`src/rtl/watch_ctrl_pkg.sv`:
```
// Shared definitions for the watch controller.
//   - Mode encodings presented on the watch_ctrl 'mode' output.
//   - Wrap limits for the time-of-day and stopwatch counters.
//   - wrap_inc: increment with wrap-around to zero.
// The optional stopwatch is enabled by defining WATCH_STOPWATCH_EN.
package watch_ctrl_pkg;

  localparam logic [1:0] MODE_RUN       = 2'd0;
  localparam logic [1:0] MODE_SET_HOUR  = 2'd1;
  localparam logic [1:0] MODE_SET_MIN   = 2'd2;
  localparam logic [1:0] MODE_STOPWATCH = 2'd3;

  localparam int HOUR_LIMIT     = 24;
  localparam int MIN_LIMIT      = 60;
  localparam int SEC_LIMIT      = 60;
  localparam int CENTI_LIMIT    = 100;
  // Ticks per stopwatch hundredth of a second.
  localparam int CENTI_PRESCALE = 10;

  // Returns value+1, or 0 once value has reached limit-1.
  function automatic logic [6:0] wrap_inc(input logic [6:0] value, input int limit);
    wrap_inc = (int'(value) >= limit - 1) ? 7'd0 : value + 7'd1;
  endfunction

endpackage

```
`src/rtl/key_debounce.sv`:
```
// Push-button debouncer for one active-low key.
//   clk    : clock; state updates on the falling edge
//   rst    : synchronous, active-high reset (key treated as released)
//   tick   : one-cycle enable; the key is sampled only in tick cycles
//   key_n  : raw key level, active-low, already synchronous to clk
//   press  : one-cycle strobe when a press is accepted
//   held   : debug view of the debouncer state (1 = accepted as pressed)
// Strobe semantics: press is a single-cycle event with no acknowledge and
// no backpressure; the consumer must act in the cycle it is high.
module key_debounce #(
  parameter int DEBOUNCE_TICKS = 20
) (
  input  logic clk,
  input  logic rst,
  input  logic tick,
  input  logic key_n,
  output logic press,
  output logic held
);

  localparam int CW = $clog2(DEBOUNCE_TICKS + 1);

  logic [CW-1:0] cnt;
  logic          toward;
  logic          cnt_done;

  // A sample "moves toward" a state change when the key level is the
  // opposite of what has currently been accepted.
  assign toward   = held ? key_n : ~key_n;
  assign cnt_done = (cnt == CW'(DEBOUNCE_TICKS - 1));

  always_ff @(negedge clk) begin
    if (rst) begin
      held  <= 1'b0;
      cnt   <= '0;
      press <= 1'b0;
    end else begin
      press <= 1'b0;
      if (tick) begin
        if (!toward) begin
          cnt <= '0;
        end else if (cnt_done) begin
          cnt   <= '0;
          held  <= ~held;
          press <= ~held;
        end else begin
          cnt <= cnt + 1'b1;
        end
      end
    end
  end

endmodule

```
`src/rtl/watch_ctrl.sv`:
```
// Digital watch controller: time of day, set modes and optional stopwatch.
//   CLOCK          : sole clock; all state updates on its falling edge
//   RESET          : synchronous, active-high reset
//   tick_1khz      : one-cycle enable, TICKS_PER_SEC pulses per second
//   KEY_MODE/SET/INC : raw active-low push-buttons
//   mode           : 0 RUN, 1 SET_HOUR, 2 SET_MIN, 3 STOPWATCH (also the FSM state)
//   hour/minute/second : time of day
//   sw_min/sw_sec/sw_centi : stopwatch value
//   blink          : blank request for the field being edited
// Optional feature: define WATCH_STOPWATCH_EN to include STOPWATCH mode.
// Without it the mode ring is RUN->SET_HOUR->SET_MIN->RUN and sw_* are 0.
module watch_ctrl
  import watch_ctrl_pkg::*;
#(
  parameter int TICKS_PER_SEC  = 1000,
  parameter int DEBOUNCE_TICKS = 20
) (
  input  logic       CLOCK,
  input  logic       RESET,
  input  logic       tick_1khz,
  input  logic       KEY_MODE,
  input  logic       KEY_SET,
  input  logic       KEY_INC,
  output logic [1:0] mode,
  output logic [4:0] hour,
  output logic [5:0] minute,
  output logic [5:0] second,
  output logic [5:0] sw_min,
  output logic [5:0] sw_sec,
  output logic [6:0] sw_centi,
  output logic       blink
);

  localparam int MS_W = (TICKS_PER_SEC > 1) ? $clog2(TICKS_PER_SEC) : 1;

  logic [MS_W-1:0] ms_cnt;
  logic            mode_p, inc_p;
  logic            unused_held_mode, unused_held_inc;

  key_debounce #(.DEBOUNCE_TICKS(DEBOUNCE_TICKS)) u_db_mode (
    .clk(CLOCK), .rst(RESET), .tick(tick_1khz), .key_n(KEY_MODE),
    .press(mode_p), .held(unused_held_mode)
  );

  key_debounce #(.DEBOUNCE_TICKS(DEBOUNCE_TICKS)) u_db_inc (
    .clk(CLOCK), .rst(RESET), .tick(tick_1khz), .key_n(KEY_INC),
    .press(inc_p), .held(unused_held_inc)
  );

  logic       time_runs, ms_last, sec_pulse, sec_last, min_last;
  logic [4:0] hour_inc;
  logic [5:0] minute_inc, second_inc;
  logic [1:0] mode_next;

  // Time of day only runs outside the set modes; the ms counter holds there.
  assign time_runs  = (mode == MODE_RUN) || (mode == MODE_STOPWATCH);
  assign ms_last    = (ms_cnt == MS_W'(TICKS_PER_SEC - 1));
  assign sec_pulse  = tick_1khz && time_runs && ms_last;
  assign sec_last   = (second == 6'(SEC_LIMIT - 1));
  assign min_last   = (minute == 6'(MIN_LIMIT - 1));
  assign hour_inc   = 5'(wrap_inc(7'(hour), HOUR_LIMIT));
  assign minute_inc = 6'(wrap_inc(7'(minute), MIN_LIMIT));
  assign second_inc = 6'(wrap_inc(7'(second), SEC_LIMIT));

`ifdef WATCH_STOPWATCH_EN
  assign mode_next = mode + 2'd1;
`else
  assign mode_next = (mode == MODE_SET_MIN) ? MODE_RUN : mode + 2'd1;
`endif

  assign blink = ((mode == MODE_SET_HOUR) || (mode == MODE_SET_MIN)) &&
                 (ms_cnt >= MS_W'(TICKS_PER_SEC / 2));

  always_ff @(negedge CLOCK) begin
    if (RESET) begin
      mode   <= MODE_RUN;
      hour   <= '0;
      minute <= '0;
      second <= '0;
      ms_cnt <= '0;
    end else begin
      if (tick_1khz && time_runs) begin
        ms_cnt <= ms_last ? '0 : ms_cnt + 1'b1;
      end
      if (sec_pulse) begin
        second <= second_inc;
        if (sec_last) begin
          minute <= minute_inc;
          if (min_last) hour <= hour_inc;
        end
      end
      // A mode press discards any other press strobe in the same cycle.
      if (mode_p) begin
        mode <= mode_next;
        if (mode == MODE_SET_MIN) begin
          second <= '0;
          ms_cnt <= '0;
        end
      end else if (inc_p) begin
        if (mode == MODE_SET_HOUR) hour   <= hour_inc;
        if (mode == MODE_SET_MIN)  minute <= minute_inc;
      end
    end
  end

`ifdef WATCH_STOPWATCH_EN
  logic       set_p, unused_held_set;
  logic       sw_run, sw_toggle, sw_clear, presc_last;
  logic [3:0] presc;

  key_debounce #(.DEBOUNCE_TICKS(DEBOUNCE_TICKS)) u_db_set (
    .clk(CLOCK), .rst(RESET), .tick(tick_1khz), .key_n(KEY_SET),
    .press(set_p), .held(unused_held_set)
  );

  assign sw_toggle  = set_p && !mode_p && (mode == MODE_STOPWATCH);
  assign sw_clear   = inc_p && !mode_p && (mode == MODE_STOPWATCH) && !sw_run;
  assign presc_last = (presc == 4'(CENTI_PRESCALE - 1));

  // The stopwatch keeps running in every mode once started.
  always_ff @(negedge CLOCK) begin
    if (RESET) begin
      sw_run   <= 1'b0;
      presc    <= '0;
      sw_min   <= '0;
      sw_sec   <= '0;
      sw_centi <= '0;
    end else begin
      if (tick_1khz && sw_run) begin
        if (presc_last) begin
          presc    <= '0;
          sw_centi <= wrap_inc(sw_centi, CENTI_LIMIT);
          if (sw_centi == 7'(CENTI_LIMIT - 1)) begin
            sw_sec <= 6'(wrap_inc(7'(sw_sec), SEC_LIMIT));
            if (sw_sec == 6'(SEC_LIMIT - 1)) sw_min <= 6'(wrap_inc(7'(sw_min), MIN_LIMIT));
          end
        end else begin
          presc <= presc + 4'd1;
        end
      end
      if (sw_toggle) begin
        sw_run <= ~sw_run;
        // Each start measures a full prescale period before the first count.
        if (!sw_run) presc <= '0;
      end
      if (sw_clear) begin
        presc    <= '0;
        sw_min   <= '0;
        sw_sec   <= '0;
        sw_centi <= '0;
      end
    end
  end
`else
  logic unused_key_set;
  assign unused_key_set = KEY_SET;
  assign sw_min   = '0;
  assign sw_sec   = '0;
  assign sw_centi = '0;
`endif

endmodule

```
`config.mk`:
```
export PLATFORM = sky130hd
export DESIGN_NAME = watch_ctrl
export DESIGN_NICKNAME = d
export VERILOG_FILES = /design/src/rtl/watch_ctrl_pkg.sv /design/src/rtl/key_debounce.sv /design/src/rtl/watch_ctrl.sv
export SDC_FILE = /design/constraint.sdc
export NUM_CORES = 1
export LEC_CHECK = 0
export ABC_CLOCK_PERIOD_IN_PS = 4500
export CAP_MARGIN = 20
export CORE_MARGIN = 2
export CORE_UTILIZATION = 55
export DETAILED_ROUTE_END_ITERATION = 10
export GPL_ROUTABILITY_DRIVEN = 0
export GPL_TIMING_DRIVEN = 0
export PLACE_DENSITY = 0.83
export SLEW_MARGIN = 20
export SYNTH_ARGS = -nofsm -noshare
export SYNTH_HDL_FRONTEND = slang
export SYNTH_SLANG_ARGS = --single-unit
export TNS_END_PERCENT = 20
```
`constraint.sdc`:
```
create_clock -name CLOCK -period 4.5 [get_ports CLOCK]
set_input_delay 0.45 -clock CLOCK [delete_from_list [all_inputs] [get_ports CLOCK]]
set_output_delay 0.45 -clock CLOCK [all_outputs]
set_load 0.03 [all_outputs]
```
==> impl_metrics.prom, run 1 <==
# TYPE chip_impl_metric gauge
chip_impl_metric{name="placedCellCount",unit=""} 357
chip_impl_metric{name="critical_path_required",unit="ns"} 4.05
chip_impl_metric{name="wirelength_met1",unit="mm"} 2.06
chip_impl_metric{name="pre_cts_slack",unit="ns"} -0.175
chip_impl_metric{name="avgRoutedWirePerCell",unit="microns"} 11.5
chip_impl_metric{name="whs",unit="ns"} 0.477
chip_impl_metric{name="post_synthesis_sequential_area_ratio",unit="%"} 38.3
chip_impl_metric{name="postRouteAntennaNets",unit=""} 0
chip_impl_metric{name="htreeDepth",unit=""} 2
chip_impl_metric{name="port_buf_inserts",unit=""} 24
chip_impl_metric{name="global_route.usage.total",unit="%"} 21.2
chip_impl_metric{name="number_of_global_route_vias_before_repair",unit=""} 1882
chip_impl_metric{name="layout.nets",unit=""} 372
chip_impl_metric{name="p_per_area",unit="nW/um^2"} 316
chip_impl_metric{name="slew_viol_final",unit=""} 0
chip_impl_metric{name="critical_path_peak_fanout",unit=""} 5
chip_impl_metric{name="place.detailed.hpwl",unit="mm"} 3.14
chip_impl_metric{name="number_of_inserted_diodes",unit=""} 0
chip_impl_metric{name="routed_via_density",unit=""} 5.09
chip_impl_metric{name="grt_remaining_overflow",unit=""} 0
chip_impl_metric{name="power",unit="uW"} 911
chip_impl_metric{name="cap_violations",unit=""} 0
chip_impl_metric{name="synth_top_area_share",unit="%"} 38.3
chip_impl_info{name="outcome",value="finished, final reports clean"} 1
chip_impl_metric{name="finalWirelength",unit="mm"} 4.67
chip_impl_metric{name="wl_met2",unit="mm"} 2.36
chip_impl_metric{name="ys.warnings.count",unit=""} 0
chip_impl_info{name="grt_setup_unrepaired",value="false"} 1
chip_impl_metric{name="area.growth.synth_to_final",unit="%"} 28.4
chip_impl_metric{name="die_width",unit="microns"} 67.9
chip_impl_metric{name="yosys.cell_types.count",unit=""} 43
chip_impl_metric{name="placement_rows",unit=""} 23
chip_impl_metric{name="timing.final.hold_violations",unit=""} 0
chip_impl_info{name="synthTopCellsByArea",value="sky130_fd_sc_hd__dfxtp_1 (38%), sky130_fd_sc_hd__buf_4 (6.7%), sky130_fd_sc_hd__xor2_1 (6.6%)"} 1
chip_impl_info{name="final_common_cell",value="sky130_fd_sc_hd__inv_1"} 1
chip_impl_metric{name="drive_above_1_share",unit="%"} 9.24
chip_impl_info{name="commonest_non_fill_non_tap_cells_in_the_layout",value="sky130_fd_sc_hd__inv_1 (52), sky130_fd_sc_hd__dfxtp_1 (43), sky130_fd_sc_hd__nor2_1 (38), sky130_fd_sc_hd__clkdlybuf4s50_1 (23), sky130_fd_sc_hd__buf_4 (20)"} 1
chip_impl_metric{name="leakage_power_of_the_design",unit="uW"} 0.00135
chip_impl_info{name="cts_tree",value="done"} 1
chip_impl_metric{name="synth.ff_latch_count",unit=""} 43
chip_impl_info{name="timing_worst_setup_path_type",value="register to output pin"} 1
chip_impl_metric{name="die_h",unit="microns"} 67.9
chip_impl_info{name="crit_path_start_kind",value="register"} 1
chip_impl_metric{name="clk_latency",unit="ns"} 0.38
chip_impl_metric{name="largest_net_degree_at_the_start_of_global_routing",unit=""} 14
chip_impl_metric{name="post_synth_instance_area",unit="sq um"} 2250
chip_impl_metric{name="layout_setup_ws",unit="ns"} 0.128
chip_impl_metric{name="ctsHoldBuffers",unit=""} 0
chip_impl_metric{name="arrival_time_at_the_worst_endpoint",unit="ns"} 3.92
chip_impl_info{name="synth_top_area_cell",value="sky130_fd_sc_hd__dfxtp_1"} 1
chip_impl_metric{name="worst_setup_hold_path_clk_slew",unit="ns"} 0.03
chip_impl_metric{name="postSynthCellCount",unit=""} 265
chip_impl_metric{name="top_ports",unit=""} 45
chip_impl_metric{name="initial_core_util",unit="%"} 56.6
chip_impl_info{name="crit_path_end_kind",value="output pin"} 1
chip_impl_metric{name="drtIter0Drc",unit=""} 108
chip_impl_metric{name="grt_antenna_before_repair",unit=""} 0
chip_impl_metric{name="peakVddDrop",unit="mV"} 0.240
chip_impl_metric{name="pre_antenna_drt_iters",unit=""} 4
chip_impl_metric{name="final-setup-viol-count",unit=""} 0
chip_impl_metric{name="cts_num_sinks",unit=""} 43
chip_impl_metric{name="met3_wirelength",unit="microns"} 181
chip_impl_metric{name="clock_path_buffers",unit=""} 2
chip_impl_metric{name="syn_area_per_cell",unit="sq um"} 8.48
chip_impl_metric{name="final_cells",unit=""} 407
chip_impl_metric{name="route.detailed.drc",unit=""} 0
chip_impl_metric{name="cts-buffers-inserted",unit=""} 5
chip_impl_metric{name="core-area",unit="sq um"} 3970
chip_impl_info{name="highest-signal-layer",value="met4"} 1
chip_impl_metric{name="grt_first_pass_wirelength",unit="mm"} 7.43
chip_impl_info{name="cts-root-buf",value="sky130_fd_sc_hd__clkbuf_8"} 1
chip_impl_metric{name="die_area",unit="sq um"} 4610
chip_impl_info{name="kind_of_path_behind_the_tightest_hold_check",value="register to register"} 1
chip_impl_metric{name="via_count",unit=""} 2070
chip_impl_metric{name="final.setup_skew",unit="ns"} 0.0271
==> logic make-up after synthesis <==
logic type,Yosys count,share of synthesized area (%)
compound gates,42,12.9
other cells,1,0.167
fa+ha+maj,10,5.57
flops,43,38.3
mux,2,0.891
xor+xnor,20,7.80
simple gates,111,25.0
buf+inv,36,9.36
==> synthesized netlist by cell type, drive strengths merged <==
master,number
dfxtp,43
nor2,38
buf,20
nand2,19
xor2,17
nand3,15
a21oi,11
ha,10
nand4,10
o21ai,10
inv,9
and3,7
clkbuf,7
nor4,5
o22ai,5
nor3b,4
nor2b,3
xnor2,3
a211oi,2
a311o,2
a32o,2
and4b,2
mux2i,2
nand2b,2
nand3b,2
a211o,1
a21bo,1
a21o,1
a31o,1
a31oi,1
and2,1
and3b,1
and4,1
conb,1
o2111a,1
o21a,1
o21ba,1
o2bb2ai,1
o31ai,1
or2,1
==> worst max-delay path: stages (launching register included) <==
cell	delay, ns
sky130_fd_sc_hd__dfxtp_1	0.40
sky130_fd_sc_hd__and3_1	0.25
sky130_fd_sc_hd__o2111a_1	0.18
sky130_fd_sc_hd__o21a_1	0.10
sky130_fd_sc_hd__dlygate4sd2_1	0.39
==> final timing paths <==
check                               startpoint              end  slack, ns  depth (start not counted)
worst max-delay path                 ms_cnt[4]            blink       0.13                          4
worst min-delay path            u_db_mode.held  u_db_mode.press       0.48                          1
worst min register to register  u_db_mode.held  u_db_mode.press       0.48                          1
worst max register to register         mode[1]          hour[3]       2.22                          8
==> registers in the layout, summed over array words and instances, names as in the netlist <==
signal           count
hour                 5
minute               6
mode                 2
ms_cnt              10
second               6
u_db_inc.cnt         5
u_db_inc.held        1
u_db_inc.press       1
u_db_mode.cnt        5
u_db_mode.held       1
u_db_mode.press      1
==> area by class of cell <==
class                           count  area [sq um]
Buffer                             27           176
Clock buffer                        5          68.8
Clock inverter                     46           204
Fill cell                         310          1090
Inverter                            8          30.0
Multi-Input combinational cell    204          1240
Sequential cell                    43           861
Tap cell                           50          62.6
Timing Repair Buffer               24           239
==> metal layers <==
layer	up-vias	GRT usage, %
li1	1071	-
met1	940	22.2
met2	52	36.0
met3	7	7.40
met4	0	13.8
met5	-	0
==> repair_timing <==
item | 4_1_cts | 5_1_grt
setup endpoints to repair | 1 | 0
buffers inserted | 0 | 0
resized for setup | 1 | 0
==> where the power goes <==
group          total [uW]  switching [uW]  internal (uW)
registers             390            3.26            387
clock network         457             242            215
logic                63.6            41.5           22.1
total                 911             287            624
==> metrics by stage <==
step                cell area, sq um  setup TNS, ns  utilization [%]
floorplan                       2310              0                -
global placement                2620         -0.839             65.9
detailed placement              2620         -0.939             65.9
CTS                             2880              0             72.6
global route                    2880              0             72.6
finish                          2880              0             72.6
(Power assumes the default switching activity.)
==> run 2: changes to the inputs <==
Settings changed: CELL_PAD_IN_SITES_DETAIL_PLACEMENT from default to 1, CELL_PAD_IN_SITES_GLOBAL_PLACEMENT from default to 2, CORE_MARGIN 2 to default, CORE_UTILIZATION 55 to 32, PLACE_DENSITY 0.83 to 0.87.
==> impl_metrics.prom, run 2 (synthesized netlist as in run 1, its figures left out) <==
# TYPE chip_impl_metric gauge
chip_impl_metric{name="top_ports",unit=""} 45
chip_impl_metric{name="avgRoutedWirePerCell",unit="microns"} 11.5
chip_impl_metric{name="layout.nets",unit=""} 372
chip_impl_metric{name="worst_setup_hold_path_clk_slew",unit="ns"} 0.04
chip_impl_info{name="whs_endpoint",value="u_db_mode.press"} 1
chip_impl_metric{name="finish.instance_area",unit="sq um"} 2940
chip_impl_metric{name="die_area",unit="sq um"} 7360
chip_impl_info{name="largestRegisters",value="ms_cnt x10, minute x6, second x6"} 1
chip_impl_metric{name="drtIter0Drc",unit=""} 49
chip_impl_info{name="cts_tree",value="done"} 1
chip_impl_info{name="r2r_end",value="hour[3]"} 1
chip_impl_metric{name="finalWirelength",unit="mm"} 5.22
chip_impl_metric{name="timing.final.hold_violations",unit=""} 0
chip_impl_info{name="worstReg2RegStart",value="mode[0]"} 1
chip_impl_metric{name="leakage_power_of_the_design",unit="uW"} 0.00134
chip_impl_metric{name="placement_rows",unit=""} 30
chip_impl_metric{name="pre_antenna_drt_iters",unit=""} 4
chip_impl_metric{name="routed_via_density",unit=""} 4.63
chip_impl_metric{name="worst_slew_pin_slew",unit="ns"} 0.558
chip_impl_info{name="kind_of_path_behind_the_tightest_hold_check",value="register to register"} 1
chip_impl_metric{name="grt_first_pass_wirelength",unit="mm"} 9.11
chip_impl_metric{name="use_met3",unit="%"} 4.72
chip_impl_metric{name="critical_path_required",unit="ns"} 2.49
chip_impl_metric{name="p_comb_share",unit="%"} 7.1
chip_impl_metric{name="port_buf_inserts",unit=""} 24
chip_impl_metric{name="number_of_global_route_vias_before_repair",unit=""} 2131
chip_impl_metric{name="core-area",unit="sq um"} 6790
chip_impl_metric{name="total_switching_power",unit="uW"} 287
chip_impl_metric{name="cellInternalPower",unit="uW"} 624
chip_impl_metric{name="whs",unit="ns"} 0.462
chip_impl_metric{name="slew_viol_final",unit=""} 0
chip_impl_metric{name="cts_resized",unit=""} 1
chip_impl_info{name="crit_path_end_kind",value="register"} 1
chip_impl_info{name="largest_register_by_flop_count",value="ms_cnt"} 1
chip_impl_info{name="cts-root-buf",value="sky130_fd_sc_hd__clkbuf_8"} 1
chip_impl_metric{name="critical_path_peak_fanout",unit=""} 8
chip_impl_metric{name="final.setup_skew",unit="ns"} 0.0173
chip_impl_metric{name="global_route.usage.total",unit="%"} 15.2
chip_impl_info{name="final_common_cell",value="sky130_fd_sc_hd__inv_1"} 1
chip_impl_metric{name="peakVddDrop",unit="mV"} 0.193
chip_impl_metric{name="switching_share",unit="%"} 31.5
chip_impl_metric{name="post_cts_repair_timing_setup_buffer_count",unit=""} 0
chip_impl_metric{name="grt_antenna_before_repair",unit=""} 0
chip_impl_metric{name="path_depth_of_the_worst_reg2reg_path",unit=""} 8
chip_impl_metric{name="route.detailed.drc",unit=""} 0
chip_impl_metric{name="hold-path-cell-count",unit=""} 1
chip_impl_metric{name="slew_headroom",unit="%"} 62.8
chip_impl_metric{name="final-setup-viol-count",unit=""} 0
chip_impl_metric{name="filler_cell_count",unit=""} 831
chip_impl_info{name="grt_setup_unrepaired",value="true"} 1
chip_impl_metric{name="clock_path_buffers",unit=""} 2
chip_impl_metric{name="pre_cts_slack",unit="ns"} -0.184
chip_impl_metric{name="number_of_inserted_diodes",unit=""} 0
chip_impl_metric{name="dpl-instance-area",unit="sq um"} 2670
chip_impl_info{name="timing.hold.worst.start",value="u_db_mode.held"} 1
chip_impl_metric{name="initial_core_util",unit="%"} 33.1
chip_impl_metric{name="die_width",unit="microns"} 85.8
chip_impl_metric{name="ctsHoldBuffers",unit=""} 0
chip_impl_info{name="timing_worst_setup_path_type",value="input pin to register"} 1
chip_impl_metric{name="clk_latency",unit="ns"} 0.36
chip_impl_metric{name="grtUsageMet2",unit="%"} 25.2
chip_impl_info{name="commonest_non_fill_non_tap_cells_in_the_layout",value="sky130_fd_sc_hd__inv_1 (51), sky130_fd_sc_hd__dfxtp_1 (43), sky130_fd_sc_hd__nor2_1 (38), sky130_fd_sc_hd__clkdlybuf4s50_1 (23), sky130_fd_sc_hd__buf_4 (20)"} 1
chip_impl_metric{name="postRouteAntennaNets",unit=""} 0
chip_impl_metric{name="clock_power_share",unit="%"} 50.0
chip_impl_metric{name="rrSetupSlack",unit="ns"} 2.18
chip_impl_metric{name="largest_register_ffs",unit=""} 10
chip_impl_metric{name="largest_net_degree_at_the_start_of_global_routing",unit=""} 14
chip_impl_metric{name="area.growth.synth_to_final",unit="%"} 30.8
chip_impl_metric{name="setup_tns",unit="ns"} 0
chip_impl_metric{name="place.detailed.hpwl",unit="mm"} 3.66
chip_impl_metric{name="use_met1",unit="%"} 17.0
chip_impl_info{name="outcome",value="finished, final reports clean"} 1
chip_impl_metric{name="cts_num_sinks",unit=""} 43
chip_impl_metric{name="grt_remaining_overflow",unit=""} 0
chip_impl_metric{name="cts-buffers-inserted",unit=""} 5
chip_impl_metric{name="power_frac_seq",unit="%"} 42.9
chip_impl_metric{name="drive_above_1_share",unit="%"} 9.80
chip_impl_info{name="grt-busiest-layer",value="met2"} 1
chip_impl_metric{name="power",unit="uW"} 910
chip_impl_metric{name="htreeDepth",unit=""} 2
chip_impl_metric{name="arrival_time_at_the_worst_endpoint",unit="ns"} 2.31
chip_impl_metric{name="cap_violations",unit=""} 0
chip_impl_metric{name="die_h",unit="microns"} 85.8
chip_impl_metric{name="p_per_area",unit="nW/um^2"} 310
chip_impl_metric{name="via_count",unit=""} 2099
chip_impl_metric{name="layout_setup_ws",unit="ns"} 0.179
chip_impl_info{name="crit_path_start_kind",value="input pin"} 1
-- run 2: cell count changes in the layout (fill, tap and decap cells not counted) --
cell | previous run | this run
sky130_fd_sc_hd__clkbuf_2 | 0 | 1
sky130_fd_sc_hd__inv_4 | 0 | 1
sky130_fd_sc_hd__dlygate4sd2_1 | 1 | 0
sky130_fd_sc_hd__inv_1 | 52 | 51
sky130_fd_sc_hd__clkinvlp_2 | 0 | 1
sky130_fd_sc_hd__clkinv_4 | 1 | 0
-- run 2: worst max-delay path by stage --
stage / from / end / slack [ns] / cells past startpoint
4_1_cts: ms_cnt[4] / blink / 0.04 / 4
3_5_place_dp: RESET / ms_cnt[6] / -0.18 / 6
5_1_grt: RESET / ms_cnt[3] / -0.005 / 6
6_report: tick_1khz / hour[3] / 0.18 / 7
3_3_place_gp: tick_1khz / hour[3] / -0.16 / 7
2_1_floorplan: tick_1khz / hour[3] / 0.53 / 6
-- run 2: critical path: stages --
cell and delay (ns):
sky130_fd_sc_hd__clkdlybuf4s50_1 0.55, sky130_fd_sc_hd__and4b_4 0.31, sky130_fd_sc_hd__and4b_1 0.20, sky130_fd_sc_hd__buf_4 0.15, sky130_fd_sc_hd__a32o_4 0.19, sky130_fd_sc_hd__a21bo_1 0.21, sky130_fd_sc_hd__a32o_1 0.25
-- run 2: metal layers --
layer  share of wire [%]  routed length, microns
met3                 2.7                     143
met2                  50                    2630
met5                   0                       0
met1                  46                    2380
met4                 1.2                      63
-- run 2: final cells by class --
class	instances	area [sq um]	area share (%)
well taps	96	120	4.09
clock inverters	46	203	6.90
clock buffers	5	68.8	2.34
flip-flops and latches	43	861	29.3
repair buffers	24	235	8.01
multi-input cells	204	1240	42.3
plain buffers	27	176	6.01
inverters	8	30.0	1.02
-- run 2: stage by stage --
| stage | util, % | std cells |
|---|---|---|
| 6_report | 43.2 | 453 |
| 3_5_place_dp | 39.4 | 403 |
| 5_1_grt | 43.2 | 453 |
| 2_1_floorplan | - | 283 |
| 3_3_place_gp | 39.4 | 403 |
| 4_1_cts | 43.3 | 453 |
-- run 2: power by group through the flow --
stage | clock network (uW) | logic, uW | registers, uW
CTS | 481 | 64.7 | 390
finish | 455 | 64.8 | 390
global route | 532 | 71.2 | 389
detailed placement | 59.6 | 64.3 | 396
floorplan | 59.6 | 52.8 | 395
global placement | 59.6 | 63.4 | 396
==> run 3: changes to the inputs <==
Settings changed: ABC_CLOCK_PERIOD_IN_PS 4500 to 3770, CORE_UTILIZATION 32 to 27, CTS_CLUSTER_DIAMETER from default to 40, PLACE_DENSITY 0.87 to 0.79, SKIP_CTS_REPAIR_TIMING from default to 1.
Clock period 4.5 ns to 3.77 ns, I/O delays scaled along.
==> impl_metrics.prom, run 3 (synthesized netlist as in run 1, its figures left out) <==
# TYPE chip_impl_metric gauge
chip_impl_metric{name="path_depth_of_the_worst_reg2reg_path",unit=""} 8
chip_impl_metric{name="sequential_standard_cell_area",unit="sq um"} 865
chip_impl_metric{name="final.setup_skew",unit="ns"} 0.0186
chip_impl_metric{name="leakage_power_of_the_design",unit="uW"} 0.00153
chip_impl_metric{name="area.growth.synth_to_final",unit="%"} 32.8
chip_impl_info{name="cts-root-buf",value="sky130_fd_sc_hd__clkbuf_8"} 1
chip_impl_metric{name="peakVddDrop",unit="mV"} 0.140
chip_impl_metric{name="slew_viol_final",unit=""} 0
chip_impl_metric{name="critical_path_peak_fanout",unit=""} 5
chip_impl_metric{name="filler_cell_count",unit=""} 972
chip_impl_metric{name="clock_path_buffers",unit=""} 2
chip_impl_metric{name="timing.final.hold_violations",unit=""} 0
chip_impl_metric{name="number_of_inserted_diodes",unit=""} 0
chip_impl_info{name="kind_of_path_behind_the_tightest_hold_check",value="register to register"} 1
chip_impl_info{name="timing.hold.worst.start",value="u_db_inc.held"} 1
chip_impl_metric{name="dpl-instance-area",unit="sq um"} 2680
chip_impl_info{name="final_common_cell",value="sky130_fd_sc_hd__inv_1"} 1
chip_impl_info{name="worst_path_dominant_cell_family",value="buffers and inverters"} 1
chip_impl_metric{name="setup_tns",unit="ns"} 0
chip_impl_metric{name="clk_latency",unit="ns"} 0.37
chip_impl_info{name="grt_setup_unrepaired",value="true"} 1
chip_impl_metric{name="route.detailed.drc",unit=""} 0
chip_impl_metric{name="path_buf_inv",unit=""} 1
chip_impl_metric{name="largest_net_degree_at_the_start_of_global_routing",unit=""} 13
chip_impl_metric{name="final_cells",unit=""} 459
chip_impl_info{name="crit_path_start_kind",value="register"} 1
chip_impl_metric{name="final-setup-viol-count",unit=""} 0
chip_impl_metric{name="area_of_the_multi_input_gates",unit="sq um"} 1250
chip_impl_info{name="r2r_end",value="hour[3]"} 1
chip_impl_metric{name="grt_remaining_overflow",unit=""} 0
chip_impl_info{name="largest_register_by_flop_count",value="ms_cnt"} 1
chip_impl_metric{name="largest_register_ffs",unit=""} 10
chip_impl_metric{name="arrival_time_at_the_worst_endpoint",unit="ns"} 3.33
chip_impl_metric{name="core-area",unit="sq um"} 7890
chip_impl_info{name="outcome",value="finished, final reports clean"} 1
chip_impl_metric{name="via_count",unit=""} 2100
chip_impl_metric{name="cts-buffers-inserted",unit=""} 5
chip_impl_metric{name="layout.nets",unit=""} 372
chip_impl_info{name="crit_path_end_kind",value="output pin"} 1
chip_impl_metric{name="number_of_global_route_vias_before_repair",unit=""} 2121
chip_impl_metric{name="die_area",unit="sq um"} 8690
chip_impl_metric{name="p_per_area",unit="nW/um^2"} 363
chip_impl_metric{name="placedCellCount",unit=""} 409
chip_impl_metric{name="routed_via_density",unit=""} 4.58
chip_impl_metric{name="drive_above_1_share",unit="%"} 11.2
chip_impl_metric{name="grt_first_pass_wirelength",unit="mm"} 8.83
chip_impl_info{name="commonest_non_fill_non_tap_cells_in_the_layout",value="sky130_fd_sc_hd__inv_1 (53), sky130_fd_sc_hd__dfxtp_1 (40), sky130_fd_sc_hd__nor2_1 (38), sky130_fd_sc_hd__buf_4 (20)"} 1
chip_impl_info{name="cts_tree",value="done"} 1
chip_impl_info{name="timing_worst_setup_path_type",value="register to output pin"} 1
chip_impl_metric{name="stages_on_the_worst_setup_path",unit=""} 1
chip_impl_metric{name="worst_setup_hold_path_clk_slew",unit="ns"} 0.04
chip_impl_metric{name="top_ports",unit=""} 45
chip_impl_info{name="crit_path_cell_trace",value="clkdlybuf4s50_1"} 1
chip_impl_metric{name="final_core_utilization",unit="%"} 37.8
chip_impl_metric{name="grt_antenna_before_repair",unit=""} 0
chip_impl_metric{name="max_stage_delay",unit="ns"} 0.69
chip_impl_metric{name="finalWirelength",unit="mm"} 5.19
chip_impl_metric{name="rrSetupSlack",unit="ns"} 1.53
chip_impl_metric{name="cap_violations",unit=""} 0
chip_impl_metric{name="htreeDepth",unit=""} 2
chip_impl_metric{name="die_h",unit="microns"} 93.2
chip_impl_info{name="worstSetupStartpoint",value="minute[0]"} 1
chip_impl_metric{name="use_met1",unit="%"} 13.7
chip_impl_info{name="whs_endpoint",value="u_db_inc.press"} 1
chip_impl_metric{name="pre_antenna_drt_iters",unit=""} 4
chip_impl_info{name="largestRegisters",value="ms_cnt x10, minute x6, second x6"} 1
chip_impl_metric{name="global_route.usage.total",unit="%"} 12.7
chip_impl_info{name="worst_path_max_delay_cell",value="sky130_fd_sc_hd__clkdlybuf4s50_1"} 1
chip_impl_metric{name="finish.instance_area",unit="sq um"} 2980
chip_impl_info{name="worstReg2RegStart",value="mode[0]"} 1
chip_impl_metric{name="avgRoutedWirePerCell",unit="microns"} 11.3
chip_impl_metric{name="postRouteAntennaNets",unit=""} 0
chip_impl_metric{name="port_buf_inserts",unit=""} 24
chip_impl_metric{name="place.detailed.hpwl",unit="mm"} 3.69
chip_impl_metric{name="die_width",unit="microns"} 93.2
chip_impl_info{name="grt-busiest-layer",value="met2"} 1
chip_impl_metric{name="drtIter0Drc",unit=""} 24
chip_impl_metric{name="use_met3",unit="%"} 4.07
chip_impl_metric{name="hold-path-cell-count",unit=""} 1
chip_impl_metric{name="grtUsageMet2",unit="%"} 20.1
chip_impl_metric{name="cts_num_sinks",unit=""} 43
chip_impl_metric{name="critical_path_required",unit="ns"} 3.39
chip_impl_metric{name="placement_rows",unit=""} 32
chip_impl_metric{name="initial_core_util",unit="%"} 28.5
-- run 3: final cells by class --
cell class              instances  area share, %
clock inverters                46           6.67
clock buffers                   5           2.31
inverters                       8           1.01
flip-flops and latches         43           29.0
multi-input cells             204           42.0
repair buffers                 24           8.73
plain buffers                  27           6.00
well taps                     102           4.28
-- run 3: per-layer routing --
metal | part of all wire (%) | vias to the layer above
li1 | - | 1064
met1 | 46 | 988
met2 | 49 | 40
met3 | 3.5 | 8
met4 | 1.8 | 0
met5 | 0 | -
-- run 3: per-stage QoR --
step	hold WS [ns]	setup slack [ns]	power, uW
after floorplan	0.439	0.233	606
after global placement	0.468	-0.515	620
after detailed placement	0.468	-0.563	621
after CTS	0.464	-0.493	1120
after global routing	0.487	-0.0228	1160
final	0.464	0.0615	1080
-- run 3: worst max path at each step --
stage | to | slack, ns
2_1_floorplan | hour[3] | 0.23
3_3_place_gp | ms_cnt[8] | -0.52
3_5_place_dp | ms_cnt[8] | -0.56
4_1_cts | blink | -0.49
5_1_grt | blink | -0.02
6_report | minute[0] | 0.06
-- run 3: power by group --
part / internal [uW] / leakage, uW / switching [uW] / total, uW
combinational: 26.6 / 0.000895 / 50.8 / 77.4
clock: 253 / 0.000290 / 285 / 538
sequential: 462 / 0.000349 / 4.26 / 466
